--- src/rtl/decode_queue_pkg.sv ---
// ---------------------------------------------------------------------------
// decode_queue_pkg
// Shared pipeline definitions for the fetch/decode/execute slice:
//   - F6_* primary opcode constants (instr[31:26])
//   - q_entry_t : one buffered fetch entry {pc_plus_4, instr}
//   - imm_ext_t : immediate extension style chosen by the decoder
//   - dec_ctrl_t: decoded control bundle produced by decode_ctrl
// No ports; imported by decode_ctrl and decode_queue.
// ---------------------------------------------------------------------------
package decode_queue_pkg;

    // Widest PC/data path a queue entry can carry; narrower XLEN values
    // store their PC zero-extended into this field.
    localparam int XLEN_MAX = 64;

    localparam logic [5:0] F6_RTYPE = 6'h00;
    localparam logic [5:0] F6_J     = 6'h02;
    localparam logic [5:0] F6_JAL   = 6'h03;
    localparam logic [5:0] F6_BEQ   = 6'h04;
    localparam logic [5:0] F6_BNE   = 6'h05;
    localparam logic [5:0] F6_ADDI  = 6'h08;
    localparam logic [5:0] F6_ANDI  = 6'h0C;
    localparam logic [5:0] F6_ORI   = 6'h0D;
    localparam logic [5:0] F6_LUI   = 6'h0F;
    localparam logic [5:0] F6_LW    = 6'h23;
    localparam logic [5:0] F6_SW    = 6'h2B;

    localparam logic [4:0] LINK_REG = 5'd31;

    typedef struct packed {
        logic [XLEN_MAX-1:0] pc_plus_4;
        logic [31:0]         instr;
    } q_entry_t;

    typedef enum logic [1:0] {
        EXT_SIGN  = 2'd0,
        EXT_ZERO  = 2'd1,
        EXT_UPPER = 2'd2
    } imm_ext_t;

    // reads_rs/reads_rt are internal hints for the load-use interlock and
    // are not presented to execute.
    typedef struct packed {
        logic       reg_write;
        logic       mem_to_reg;
        logic       mem_write;
        logic       alu_src;
        logic       branch;
        logic       branch_ne;
        logic       jump;
        logic       link;
        logic       illegal;
        logic       reads_rs;
        logic       reads_rt;
        logic [4:0] wa;
        logic [5:0] alu_op;
    } dec_ctrl_t;

    function automatic logic [5:0] opcode_of(input logic [31:0] instr);
        return instr[31:26];
    endfunction

endpackage

--- src/rtl/decode_queue_ctrl.sv ---
// ---------------------------------------------------------------------------
// decode_ctrl
// Purely combinational decoder: instruction word -> dec_ctrl_t + imm32.
// Ports:
//   instr  in  32    instruction word to decode
//   ctrl   out       decoded control bundle (dec_ctrl_t)
//   imm32  out XLEN  extended immediate
// ---------------------------------------------------------------------------
module decode_ctrl
    import decode_queue_pkg::*;
#(
    parameter int XLEN = 32
) (
    input  logic [31:0]     instr,
    output dec_ctrl_t       ctrl,
    output logic [XLEN-1:0] imm32
);

    logic [5:0]  op;
    logic [4:0]  rt;
    logic [4:0]  rd;
    logic [5:0]  func;
    logic [15:0] imm16;
    imm_ext_t    ext;

    assign op    = opcode_of(instr);
    assign rt    = instr[20:16];
    assign rd    = instr[15:11];
    assign func  = instr[5:0];
    assign imm16 = instr[15:0];

    // Control decode. Destination defaults to rt and the ALU op to the
    // primary opcode; R-type and JAL override these. A zero destination
    // never writes, which also makes the all-zero word a clean NOP.
    always_comb begin
        ctrl        = '0;
        ctrl.wa     = rt;
        ctrl.alu_op = op;
        ext         = EXT_SIGN;
        case (op)
            F6_RTYPE: begin
                ctrl.reg_write = 1'b1;
                ctrl.reads_rs  = 1'b1;
                ctrl.reads_rt  = 1'b1;
                ctrl.wa        = rd;
                ctrl.alu_op    = func;
            end
            F6_ADDI: begin
                ctrl.alu_src   = 1'b1;
                ctrl.reg_write = 1'b1;
                ctrl.reads_rs  = 1'b1;
            end
            F6_ANDI, F6_ORI: begin
                ext            = EXT_ZERO;
                ctrl.alu_src   = 1'b1;
                ctrl.reg_write = 1'b1;
                ctrl.reads_rs  = 1'b1;
            end
            F6_LUI: begin
                ext            = EXT_UPPER;
                ctrl.alu_src   = 1'b1;
                ctrl.reg_write = 1'b1;
            end
            F6_LW: begin
                ctrl.alu_src    = 1'b1;
                ctrl.mem_to_reg = 1'b1;
                ctrl.reg_write  = 1'b1;
                ctrl.reads_rs   = 1'b1;
            end
            F6_SW: begin
                ctrl.alu_src   = 1'b1;
                ctrl.mem_write = 1'b1;
                ctrl.reads_rs  = 1'b1;
                ctrl.reads_rt  = 1'b1;
            end
            F6_BEQ: begin
                ctrl.branch   = 1'b1;
                ctrl.reads_rs = 1'b1;
                ctrl.reads_rt = 1'b1;
            end
            F6_BNE: begin
                ctrl.branch    = 1'b1;
                ctrl.branch_ne = 1'b1;
                ctrl.reads_rs  = 1'b1;
                ctrl.reads_rt  = 1'b1;
            end
            F6_J: begin
                ctrl.jump = 1'b1;
            end
            F6_JAL: begin
                ctrl.jump      = 1'b1;
                ctrl.link      = 1'b1;
                ctrl.reg_write = 1'b1;
                ctrl.wa        = LINK_REG;
            end
            default: begin
                ctrl.illegal = 1'b1;
            end
        endcase
        if (ctrl.wa == 5'd0) begin
            ctrl.reg_write = 1'b0;
        end
    end

    // Immediate extension to the full data-path width.
    always_comb begin
        imm32 = {{(XLEN-16){imm16[15]}}, imm16};
        case (ext)
            EXT_ZERO:  imm32 = XLEN'(imm16);
            EXT_UPPER: imm32 = XLEN'({imm16, 16'h0000});
            default:   imm32 = {{(XLEN-16){imm16[15]}}, imm16};
        endcase
    end

endmodule

--- src/rtl/decode_queue.sv ---
// ---------------------------------------------------------------------------
// decode_queue
// DEPTH-entry instruction FIFO between fetch and execute that decodes its
// head entry, with valid/ready on both sides and a one-cycle load-use
// interlock.
// Ports:
//   clk, resetn                clock, async active-low reset
//   flush                      drop all queued entries and interlock state
//   in_valid/in_ready          fetch-side handshake
//   in_pc_plus_4, in_instr     offered fetch entry
//   rf_ra1/rf_ra2              register-file read addresses (head rs/rt)
//   rf_rd1/rf_rd2              register-file read data (combinational)
//   out_valid/out_ready        execute-side handshake
//   out_pc_plus_4 .. out_alu_op  decoded head fields
//   out_reg_write .. out_illegal decoded head control flags
// ---------------------------------------------------------------------------
module decode_queue
    import decode_queue_pkg::*;
#(
    parameter int XLEN           = 32,
    parameter int DEPTH          = 4,
    parameter bit LOAD_USE_STALL = 1'b1
) (
    input  logic            clk,
    input  logic            resetn,
    input  logic            flush,
    input  logic            in_valid,
    output logic            in_ready,
    input  logic [XLEN-1:0] in_pc_plus_4,
    input  logic [31:0]     in_instr,
    output logic [4:0]      rf_ra1,
    output logic [4:0]      rf_ra2,
    input  logic [XLEN-1:0] rf_rd1,
    input  logic [XLEN-1:0] rf_rd2,
    output logic            out_valid,
    input  logic            out_ready,
    output logic [XLEN-1:0] out_pc_plus_4,
    output logic [XLEN-1:0] out_rd1,
    output logic [XLEN-1:0] out_rd2,
    output logic [4:0]      out_rs,
    output logic [4:0]      out_rt,
    output logic [4:0]      out_rd,
    output logic [4:0]      out_wa,
    output logic [XLEN-1:0] out_imm32,
    output logic [25:0]     out_offset,
    output logic [5:0]      out_alu_op,
    output logic            out_reg_write,
    output logic            out_mem_to_reg,
    output logic            out_mem_write,
    output logic            out_alu_src,
    output logic            out_branch,
    output logic            out_branch_ne,
    output logic            out_jump,
    output logic            out_link,
    output logic            out_illegal
);

    localparam int PTR_W = $clog2(DEPTH);
    localparam int CNT_W = PTR_W + 1;
    localparam logic [CNT_W-1:0] FULL_COUNT = CNT_W'(DEPTH);

    q_entry_t         mem [DEPTH];
    logic [PTR_W-1:0] rd_ptr;
    logic [PTR_W-1:0] wr_ptr;
    logic [CNT_W-1:0] count;
    logic             last_lw;
    logic [4:0]       last_rt;

    q_entry_t         head;
    dec_ctrl_t        ctrl;
    logic [4:0]       head_rs;
    logic [4:0]       head_rt;
    logic             push;
    logic             pop;
    logic             lu_hold;

    assign head    = mem[rd_ptr];
    assign head_rs = head.instr[25:21];
    assign head_rt = head.instr[20:16];

    // in_ready looks only at occupancy, so a full queue refuses a push even
    // in a cycle where execute drains the head.
    assign in_ready  = (count != FULL_COUNT);
    assign out_valid = (count != '0) && !lu_hold;
    assign push      = in_valid && in_ready && !flush;
    assign pop       = out_valid && out_ready && !flush;

    // The load leaving last cycle has not produced its data yet; hold the
    // head back one cycle if it reads that load's destination.
    assign lu_hold = LOAD_USE_STALL && last_lw && (last_rt != 5'd0) &&
                     ((ctrl.reads_rs && (head_rs == last_rt)) ||
                      (ctrl.reads_rt && (head_rt == last_rt)));

    decode_ctrl #(
        .XLEN (XLEN)
    ) u_decode_ctrl (
        .instr (head.instr),
        .ctrl  (ctrl),
        .imm32 (out_imm32)
    );

    // Entry storage; cleared on reset so an empty queue decodes as NOP.
    always_ff @(posedge clk or negedge resetn) begin
        if (!resetn) begin
            for (int i = 0; i < DEPTH; i++) begin
                mem[i] <= '0;
            end
        end else if (push) begin
            mem[wr_ptr] <= '{pc_plus_4: XLEN_MAX'(in_pc_plus_4), instr: in_instr};
        end
    end

    // Pointers and occupancy. Flush collapses the queue by moving the read
    // pointer onto the write pointer; pointers wrap naturally at DEPTH.
    always_ff @(posedge clk or negedge resetn) begin
        if (!resetn) begin
            rd_ptr <= '0;
            wr_ptr <= '0;
            count  <= '0;
        end else if (flush) begin
            rd_ptr <= wr_ptr;
            count  <= '0;
        end else begin
            if (push) begin
                wr_ptr <= wr_ptr + PTR_W'(1);
            end
            if (pop) begin
                rd_ptr <= rd_ptr + PTR_W'(1);
            end
            if (push && !pop) begin
                count <= count + CNT_W'(1);
            end else if (pop && !push) begin
                count <= count - CNT_W'(1);
            end
        end
    end

    // Load tracker: remembers only the instruction popped on the previous
    // edge, so any non-pop cycle (including the hold itself) releases it.
    always_ff @(posedge clk or negedge resetn) begin
        if (!resetn) begin
            last_lw <= 1'b0;
            last_rt <= 5'd0;
        end else if (pop) begin
            last_lw <= (opcode_of(head.instr) == F6_LW);
            last_rt <= head_rt;
        end else begin
            last_lw <= 1'b0;
            last_rt <= 5'd0;
        end
    end

    // PC bits above XLEN are always zero in storage.
    generate
        if (XLEN < XLEN_MAX) begin : g_pc_hi
            logic unused_pc_hi;
            assign unused_pc_hi = |head.pc_plus_4[XLEN_MAX-1:XLEN];
        end
    endgenerate

    assign rf_ra1         = head_rs;
    assign rf_ra2         = head_rt;
    assign out_pc_plus_4  = head.pc_plus_4[XLEN-1:0];
    assign out_rd1        = rf_rd1;
    assign out_rd2        = rf_rd2;
    assign out_rs         = head_rs;
    assign out_rt         = head_rt;
    assign out_rd         = head.instr[15:11];
    assign out_offset     = head.instr[25:0];
    assign out_wa         = ctrl.wa;
    assign out_alu_op     = ctrl.alu_op;
    assign out_reg_write  = ctrl.reg_write;
    assign out_mem_to_reg = ctrl.mem_to_reg;
    assign out_mem_write  = ctrl.mem_write;
    assign out_alu_src    = ctrl.alu_src;
    assign out_branch     = ctrl.branch;
    assign out_branch_ne  = ctrl.branch_ne;
    assign out_jump       = ctrl.jump;
    assign out_link       = ctrl.link;
    assign out_illegal    = ctrl.illegal;

endmodule

--- config.mk ---
export PLATFORM = sky130hd
export DESIGN_NAME = decode_queue
export DESIGN_NICKNAME = d
export VERILOG_FILES = /design/src/rtl/decode_queue_pkg.sv /design/src/rtl/decode_queue_ctrl.sv /design/src/rtl/decode_queue.sv
export SDC_FILE = /design/constraint.sdc
export NUM_CORES = 1
export LEC_CHECK = 0
export ABC_AREA = 1
export CORE_ASPECT_RATIO = 1.4
export CORE_UTILIZATION = 41
export CTS_BUF_LIST = sky130_fd_sc_hd__clkbuf_8
export DETAILED_ROUTE_END_ITERATION = 8
export GPL_TIMING_DRIVEN = 0
export PLACE_DENSITY = 0.75
export SLEW_MARGIN = 30
export SYNTH_ARGS = -nofsm -noshare
export SYNTH_HDL_FRONTEND = slang
export SYNTH_SLANG_ARGS = --single-unit
--- constraint.sdc ---
create_clock -name clk -period 3.3 [get_ports clk]
set_input_delay 0.66 -clock clk [delete_from_list [all_inputs] [get_ports clk]]
set_output_delay 0.66 -clock clk [all_outputs]
set_load 0.01 [all_outputs]
==> results of run 1 <==
==> worst paths after layout <==
check	startpoint	endpoint	cells past startpoint
setup / recovery	rd_ptr[0]	out_imm32[15]	15
hold / removal	mem[45]	mem[45]	1
setup reg to reg	rd_ptr[0]	count[2]	24
hold reg to reg	mem[45]	mem[45]	1
max in group asynchronous	resetn	mem[46]	4
min in group asynchronous	resetn	last_lw	2
==> Yosys cell counts, types with 2 or more instances <==
master	instances	area [sq um]
o21bai_1	2	15.0
nand4_1	4	25.0
nand2_4	3	33.8
nand3_2	5	50.1
buf_4	92	691
ha_1	7	87.6
buf_6	4	45.0
nor2_1	39	146
xor2_1	4	35.0
inv_1	194	728
nand2_1	275	1030
nand3_1	26	130
buf_1	12	45.0
o22ai_1	4	25.0
o21ai_0	264	1320
dfrtp_1	269	6730
mux2_2	116	1310
nor2_2	2	12.5
inv_2	9	33.8
o211ai_1	15	113
o21ai_1	4	20.0
nor3_1	3	15.0
clkbuf_1	51	191
buf_2	18	90.1
a21oi_1	108	541
nand2_2	9	56.3
==> cell type report <==
cell class	instances	area [sq um]
Fill cell	2835	13900
Timing Repair Buffer	313	2940
Antenna cell	4	10.0
Inverter	203	772
Multi-Input combinational cell	896	5420
Sequential cell	269	6730
Tap cell	440	551
Clock buffer	57	785
Clock inverter	13	80.1
Buffer	177	1270
==> metal layers <==
metal	track usage	wire length, um	up-vias
met5	0	26	-
met4	0.162	2690	4
met3	0.0543	3720	132
met2	0.461	23000	621
met1	0.292	15900	5938
li1	-	-	5631
==> sequential cells by signal (all words and copies together), names as in the netlist <==
name	cells
last_lw	1
last_rt	5
count	3
rd_ptr	2
wr_ptr	2
mem	256
==> cell families after synthesis <==
group / synth area share
xor gates and xnor gates: 0.00322
muxes: 0.0960
AOI/OAI and AO/OA: 0.151
adders and majority gates: 0.00791
buffers and inverters: 0.134
DFF: 0.495
and+or+nand+nor: 0.113
==> what timing repair did <==
action | in CTS | in global routing
gates cloned | 3 | 1
pin swaps | 23 | 33
endpoints found under the hold margin | 36 | 0
setup buffers | 30 | 6
hold buffers | 1 | 0
endpoints found under the setup margin | 113 | 87
gates resized for setup | 293 | 157
==> power by group <==
group / total, mW / switching [mW] / internal (mW)
combinational: 12.5 / 6.97 / 5.54
sequential: 5.53 / 0.618 / 4.92
clock: 2.90 / 1.30 / 1.60
==> flow_summary.ini, run 1 <==
[clock_tree]
clock_path_buffers = 3
cts_sinks = 269
cts_tree = done
clk-insertion-delay-late_ns = 0.57
cts_root_buf = clkbuf_8
clkTransAtPathRegs_ns = 0.06
cts_made_buffers = 42
cts-htree-levels = 2

[synthesis]
synth_cells = 1545
syn_avg_cell_area_sq_um = 8.80
async_flop_share = 1.00
synthesis.nets = 1686
synth_warnings = 0
synth_area_sq_um = 13600
synth_edf_count = 0
synth_cell_type_count = 32
ys_ff_latch = 269
ys_seq_area_frac = 0.495
ys.flop_type = dfrtp_1

[sta]
tns_ns = -3.96
finalCriticalPeriod_ns = 3.46
rsz0062_at_grt = true
setup_viol = 31
fin_ws_ns = -0.163
skew_ns = 0.0208
worst_pin_slew_ns = 0.792
relSlewSlack = 0.470
finalHoldViolCount = 0
min_period_over_period = 1.05
slew_violations = 0
clock.fmax_mhz = 289
whs_ns = 0.500

[critical_path]
crit_arrival_ns = 2.80
critPathCaptureType = primary output
cp.required_ns = 2.64
cp_slowest_stage_delay_ns = 0.48
startpoint_type = flop
worstPathCellList = inv_4 > buf_6 > nand2_2 > nand3_2 > nand2_4 > nor2_8 > nand3_4 > nor2_4 > inv_2 > ha_4 > inv_4 > nor2_4 > buf_12 > a21oi_4 > buf_6
cp_num_buf_inv = 6
critical_path_peak_fanout = 6
critical_path_class = flop to primary output
r2r_slack_ns = 0.28
cp_top_family = simple AND/OR/NAND/NOR gates
slowest_stage = dfrtp_2

[die]
ios = 334
core_area_sq_um = 32500
start_util = 0.419
rows = 78
die_w_um = 156
die_h_um = 218
die-area_sq_um = 33900

[layout]
mostFrequentLayoutCell = dfrtp_1
drive_gt1_frac = 0.260
final_util = 0.571
stdcell_area_sq_um = 18600
finalNonFillerCells = 2372
syn2layout_area_growth_pct = 36.5
layout_common_cells = dfrtp_1 (268), nand2_1 (258), o21ai_0 (241)
nets = 2043

[drt]
num_vias = 12326
drt_first_pass_iters = 5
drc = 0
viasPerCell = 5.20
routedWlPerCell_um = 19.1
dr.first_iter.drc_count = 849
ant_nets = 0
route.final.wire_length_um = 45300

[place]
pre_cts_slack_ns = -0.758
place_congestion = 0.902
placed_area_sq_um = 16900
dp_cells = 2257
portBuffers = 269
hpwl_um = 32900

[global_routing]
grt_max_degree = 91
antenna_found_initial = 7
grt_pass1_vias = 12021
grt_pass1_wl_um = 67700
grt.overflow.total = 0
track_usage = 0.264

[pwr]
power.total_mw = 20.9
vdd_drop_max_v = 0.000475
p_leak_nw = 8.88
power_density_nw_per_um2 = 1130

[run]
drv_cap = 0

[run_status]
status = complete, but fails checks
violations = negative setup slack

[worst_hold_path]
hp-class = flop to flop
Power figures use the tool's default switching activity.
==> inputs of run 2 (changes only) <==
--- a/config.mk
+++ b/config.mk
@@ -6,12 +6,13 @@
 export NUM_CORES = 1
 export LEC_CHECK = 0
 export ABC_AREA = 1
+export CAP_MARGIN = 15
 export CORE_ASPECT_RATIO = 1.4
 export CORE_UTILIZATION = 41
 export CTS_BUF_LIST = sky130_fd_sc_hd__clkbuf_8
 export DETAILED_ROUTE_END_ITERATION = 8
 export GPL_TIMING_DRIVEN = 0
-export PLACE_DENSITY = 0.75
+export PLACE_DENSITY = 0.72
 export SLEW_MARGIN = 30
 export SYNTH_ARGS = -nofsm -noshare
 export SYNTH_HDL_FRONTEND = slang
==> flow_summary.ini, run 2 (synthesis gave the netlist of run 1 again) <==
[layout]
reg_top3 = mem (256), last_rt (5), count (3)
layout_common_cells = dfrtp_1 (268), nand2_1 (257), o21ai_0 (239)
syn2layout_area_growth_pct = 38.4
final-seq-area_sq_um = 6730
fillCellCount = 2857
multiInputGateArea_sq_um = 5520
top_register = mem
nets = 2058
mostFrequentLayoutCell = dfrtp_1
drive_gt1_frac = 0.274
largest_reg_flops = 256
stdcell_area_sq_um = 18800
finalNonFillerCells = 2387

[drt]
route.final.wire_length_um = 45500
drc = 0
ant_nets = 0
viasPerCell = 5.14
dr.first_iter.drc_count = 807
num_vias = 12273
drt_first_pass_iters = 5
routedWlPerCell_um = 19.1

[sta]
skew_ns = 0.0224
relSlewSlack = 0.463
slew_violations = 0
fin_ws_ns = -0.270
whs_ns = 0.499
clock.fmax_mhz = 280
rsz0062_at_grt = true
finalHoldViolCount = 0
tns_ns = -5.95
finalCriticalPeriod_ns = 3.57
setup_viol = 38
worst_pin_slew_ns = 0.803
min_period_over_period = 1.08

[critical_path]
r2r_slack_ns = 0.14
reg2reg_depth = 24
critical_path_peak_fanout = 6
cp_num_buf_inv = 8
cp.required_ns = 2.64
startpoint_type = flop
r2r-start = rd_ptr[0]
r2r_end = count[2]
critical_path_class = flop to primary output
cp-startpoint = rd_ptr[0]
cp_slowest_stage_delay_ns = 0.47
worstPathCellList = inv_4 > buf_6 > nand2_2 > nand3_2 > nand2_4 > nor2_8 > nand3_4 > nor2_4 > inv_2 > ha_4 > inv_4 > nor2_4 > buf_12 > buf_8 > buf_6 > nor2_4 > buf_6
cp_top_family = buffers and inverters
crit_arrival_ns = 2.91
slowest_stage = dfrtp_2
critPathCaptureType = primary output

[clock_tree]
clock_path_buffers = 3
clk-insertion-delay-late_ns = 0.58
clkTransAtPathRegs_ns = 0.06
cts_tree = done
cts_sinks = 269
cts_root_buf = clkbuf_8
cts-htree-levels = 2
cts_made_buffers = 43

[pwr]
p_leak_nw = 8.93
vdd_drop_max_v = 0.000591
power_density_nw_per_um2 = 1140

[worst_hold_path]
hold_end = mem[42]
whs_path_depth = 1
hold_start = mem[42]
hp-class = flop to flop

[die]
die-area_sq_um = 33900
die_h_um = 218
ios = 334
core_area_sq_um = 32500
start_util = 0.419
rows = 78
die_w_um = 156

[run]
drv_cap = 0

[global_routing]
grt_pass1_vias = 12251
grt_pass1_wl_um = 68800
grt_max_degree = 90
antenna_found_initial = 2
track_usage = 0.267
grt.overflow.total = 0

[place]
dp_cells = 2257
place_congestion = 0.915
hpwl_um = 32800
portBuffers = 269
pre_cts_slack_ns = -0.826
placed_area_sq_um = 16900

[run_status]
status = complete, but fails checks
violations = negative setup slack
run 2: worst reg2reg max path, stage by stage (launching register included):
cell and delay (ns):
dfrtp_2 0.47, buf_6 0.16, nand2_1 0.10, nand3_2 0.11, nand2_4 0.13, nor2_8 0.05
buf_4 0.13, buf_4 0.15, nand3_2 0.07, nand2_1 0.08, nor2_2 0.09, nand2_1 0.07
nand2_1 0.08, nand2_2 0.07, nand2_2 0.08, nand3_4 0.10, nand2_2 0.12, inv_1 0.06
fa_1 0.40, xnor2_2 0.18, inv_1 0.06, nand2_1 0.07, nand2_1 0.05, nand3_1 0.09
nand2_1 0.07
run 2: metrics by stage:
stage                util  power, mW
global route        0.580       22.9
CTS                 0.573       21.0
detailed placement  0.521       17.2
finish              0.580       21.6
floorplan               -       11.6
global placement    0.518       17.0
run 2: what timing repair did:
action / in CTS / in global routing
endpoints found under the hold margin: 28 / 0
pin swaps: 41 / 19
setup endpoints to repair: 113 / 87
resized for setup: 376 / 104
hold buffers: 1 / 0
gates cloned: 4 / 1
buffers inserted: 44 / 6
run 2: area by class of cell:
class,count,share of cell area
Clock inverter,20,0.00771
Timing Repair Buffer,327,0.165
Sequential cell,269,0.357
Inverter,203,0.0409
Tap cell,440,0.0292
Multi-Input combinational cell,896,0.293
Clock buffer,54,0.0395
Antenna cell,1,0.000133
Buffer,177,0.0674
run 2: routing by layer:
layer	global-route usage	part of all wire	vias up
li1	-	-	5655
met1	0.300	0.36	5918
met2	0.469	0.51	574
met3	0.0515	0.075	126
met4	0.157	0.060	0
met5	0	0	-
run 2: power by group:
| part | switching (mW) | internal, mW |
|---|---|---|
| Sequential | 0.618 | 4.92 |
| Clock | 1.35 | 1.63 |
| Combinational | 7.19 | 5.86 |
| Total | 9.16 | 12.4 |
run 2: how the worst max path moves through the flow:
stage	cells after the start	to	slack, ns
3_5_place_dp	14	out_imm32[6]	-0.83
6_report	17	out_imm32[4]	-0.27
5_1_grt	17	out_imm32[4]	-0.35
3_3_place_gp	1	mem[102]	-9.77
4_1_cts	17	out_imm32[10]	-0.26
2_1_floorplan	14	out_imm32[0]	0.37
==> inputs of run 3 (changes only) <==
--- a/config.mk
+++ b/config.mk
@@ -6,13 +6,14 @@
 export NUM_CORES = 1
 export LEC_CHECK = 0
 export ABC_AREA = 1
-export CAP_MARGIN = 15
+export CAP_MARGIN = 20
 export CORE_ASPECT_RATIO = 1.4
 export CORE_UTILIZATION = 41
 export CTS_BUF_LIST = sky130_fd_sc_hd__clkbuf_8
 export DETAILED_ROUTE_END_ITERATION = 8
 export GPL_TIMING_DRIVEN = 0
 export PLACE_DENSITY = 0.72
+export REMOVE_ABC_BUFFERS = 1
 export SLEW_MARGIN = 30
 export SYNTH_ARGS = -nofsm -noshare
 export SYNTH_HDL_FRONTEND = slang
==> flow_summary.ini, run 3 (synthesis gave the netlist of run 1 again) <==
[sta]
whs_ns = 0.500
relSlewSlack = 0.567
finalHoldViolCount = 0
setup_viol = 49
clock.fmax_mhz = 266
tns_ns = -14.02
skew_ns = 0.0164
fin_ws_ns = -0.461
min_period_over_period = 1.14
worst_pin_slew_ns = 0.648
rsz0062_at_grt = true
slew_violations = 0
finalCriticalPeriod_ns = 3.76

[critical_path]
cp.required_ns = 2.64
crit_arrival_ns = 3.10
cp_slowest_stage_delay_ns = 0.52
r2r_end = count[2]
crit_path_frequent_cell = buf_16
reg2reg_depth = 27
critical_path_peak_fanout = 7
critPathCaptureType = primary output
r2r_slack_ns = -0.13
worstPathCellList = buf_16 > inv_16 > buf_16 > nand2_2 > nand3_2 > nand2_4 > nor2_8 > nand3_4 > nor2_4 > inv_2 > buf_4 > ha_1 > nor2_4 > buf_4 > buf_16 > nor2_1 > buf_2
slowest_stage = dfrtp_4
critical_path_class = flop to primary output
cp_top_family = buffers and inverters
cp_num_buf_inv = 8
r2r-start = rd_ptr[0]
startpoint_type = flop

[die]
core_area_sq_um = 32500
rows = 78
die-area_sq_um = 33900
start_util = 0.419
ios = 334
die_h_um = 218
die_w_um = 156

[global_routing]
grt_pass1_vias = 11800
grt_pass1_wl_um = 67500
grt.overflow.total = 0
grt_max_degree = 87
antenna_found_initial = 4
track_usage = 0.264

[layout]
largest_reg_flops = 256
mostFrequentLayoutCell = dfrtp_1
stdcell_area_sq_um = 17900
drive_gt1_frac = 0.260
syn2layout_area_growth_pct = 31.7
final_util = 0.551
nets = 1863
finalNonFillerCells = 2194
layout_common_cells = dfrtp_1 (267), nand2_1 (247), o21ai_0 (240)
top_register = mem
reg_top3 = mem (256), last_rt (5), count (3)

[place]
place_congestion = 0.822
hpwl_um = 26900
placed_area_sq_um = 15800
portBuffers = 205
dp_cells = 2035
pre_cts_slack_ns = -1.47

[drt]
drc = 0
num_vias = 11627
drt_first_pass_iters = 7
route.final.wire_length_um = 44700
routedWlPerCell_um = 20.4
viasPerCell = 5.30
ant_nets = 0
dr.first_iter.drc_count = 723

[worst_hold_path]
hp-class = flop to flop
hold_start = mem[33]
hold_end = mem[33]
whs_path_depth = 1

[pwr]
vdd_drop_max_v = 0.000555
power_density_nw_per_um2 = 1160
comb_power_share = 0.598
power.total_mw = 20.7
sequentialPowerShare = 0.267
switchingPower_mw = 8.79
sw_frac_of_total = 0.424
clkPwrFrac = 0.135
p_leak_nw = 8.44
p_int_mw = 11.9

[clock_tree]
cts_sinks = 269
clock_path_buffers = 3
cts_made_buffers = 43
cts_root_buf = clkbuf_8
cts_tree = done
cts-htree-levels = 2
clk-insertion-delay-late_ns = 0.55
clkTransAtPathRegs_ns = 0.07

[run_status]
status = complete, but fails checks
violations = negative setup slack

[run]
drv_cap = 0
==> run 3: changes by cell type in the layout (fill, tap and decap cells not counted), moves of 7 or more <==
cell             change
buf_16              +23
nand2_1             -10
a21oi_1              +7
nand3_4              +7
dlygate4sd2_1        -9
nand2_4             +10
clkdlybuf4s50_1     -81
buf_6               -13
clkbuf_1            -34
dlymetal6s2s_1      +10
buf_4               -86
clkbuf_8             -8
==> run 3: worst max path at each step <==
stage	to	from	slack, ns	cells after the start
floorplan	out_imm32[0]	rd_ptr[0]	-2.78	11
global placement	mem[308]	resetn	-9.99	1
detailed placement	out_imm32[10]	rd_ptr[1]	-1.47	12
CTS	out_imm32[4]	rd_ptr[0]	-0.36	17
global route	out_imm32[4]	rd_ptr[0]	-0.52	17
finish	out_imm32[0]	rd_ptr[0]	-0.46	17
==> run 3: final cells by class <==
cell class,instances,area [sq um]
Antenna cell,2,5.00
Clock buffer,54,743
Clock inverter,21,88.8
Fill cell,2755,14600
Inverter,203,810
Multi-Input combinational cell,897,5580
Sequential cell,269,6740
Tap cell,440,551
Timing Repair Buffer,304,3340
Timing Repair inverter,4,45.0
==> run 3: layer usage <==
layer	up-vias	wire length [um]	GRT usage
met5	-	353	0.0521
met4	12	1590	0.112
met3	121	4710	0.113
met2	528	20900	0.415
met1	5683	17100	0.309
li1	5283	-	-
==> run 3: timing repair <==
| action | CTS | global route |
|---|---|---|
| pin swaps | 26 | 22 |
| hold buffers | 1 | 0 |
| buffers inserted | 49 | 18 |
| endpoints found under the setup margin | 132 | 82 |
| gates resized for setup | 351 | 122 |
| gates cloned | 13 | 1 |
| endpoints found under the hold margin | 21 | 0 |
==> run 3: power by group through the flow <==
stage               Clock, mW  Combinational [mW]  Sequential (mW)
finish                   2.80                12.4             5.53
global route             3.03                13.4             5.72
global placement            0                9.63             5.91
detailed placement          0                10.5             5.68
floorplan                   0                5.33             5.60
CTS                      2.86                11.6             5.52
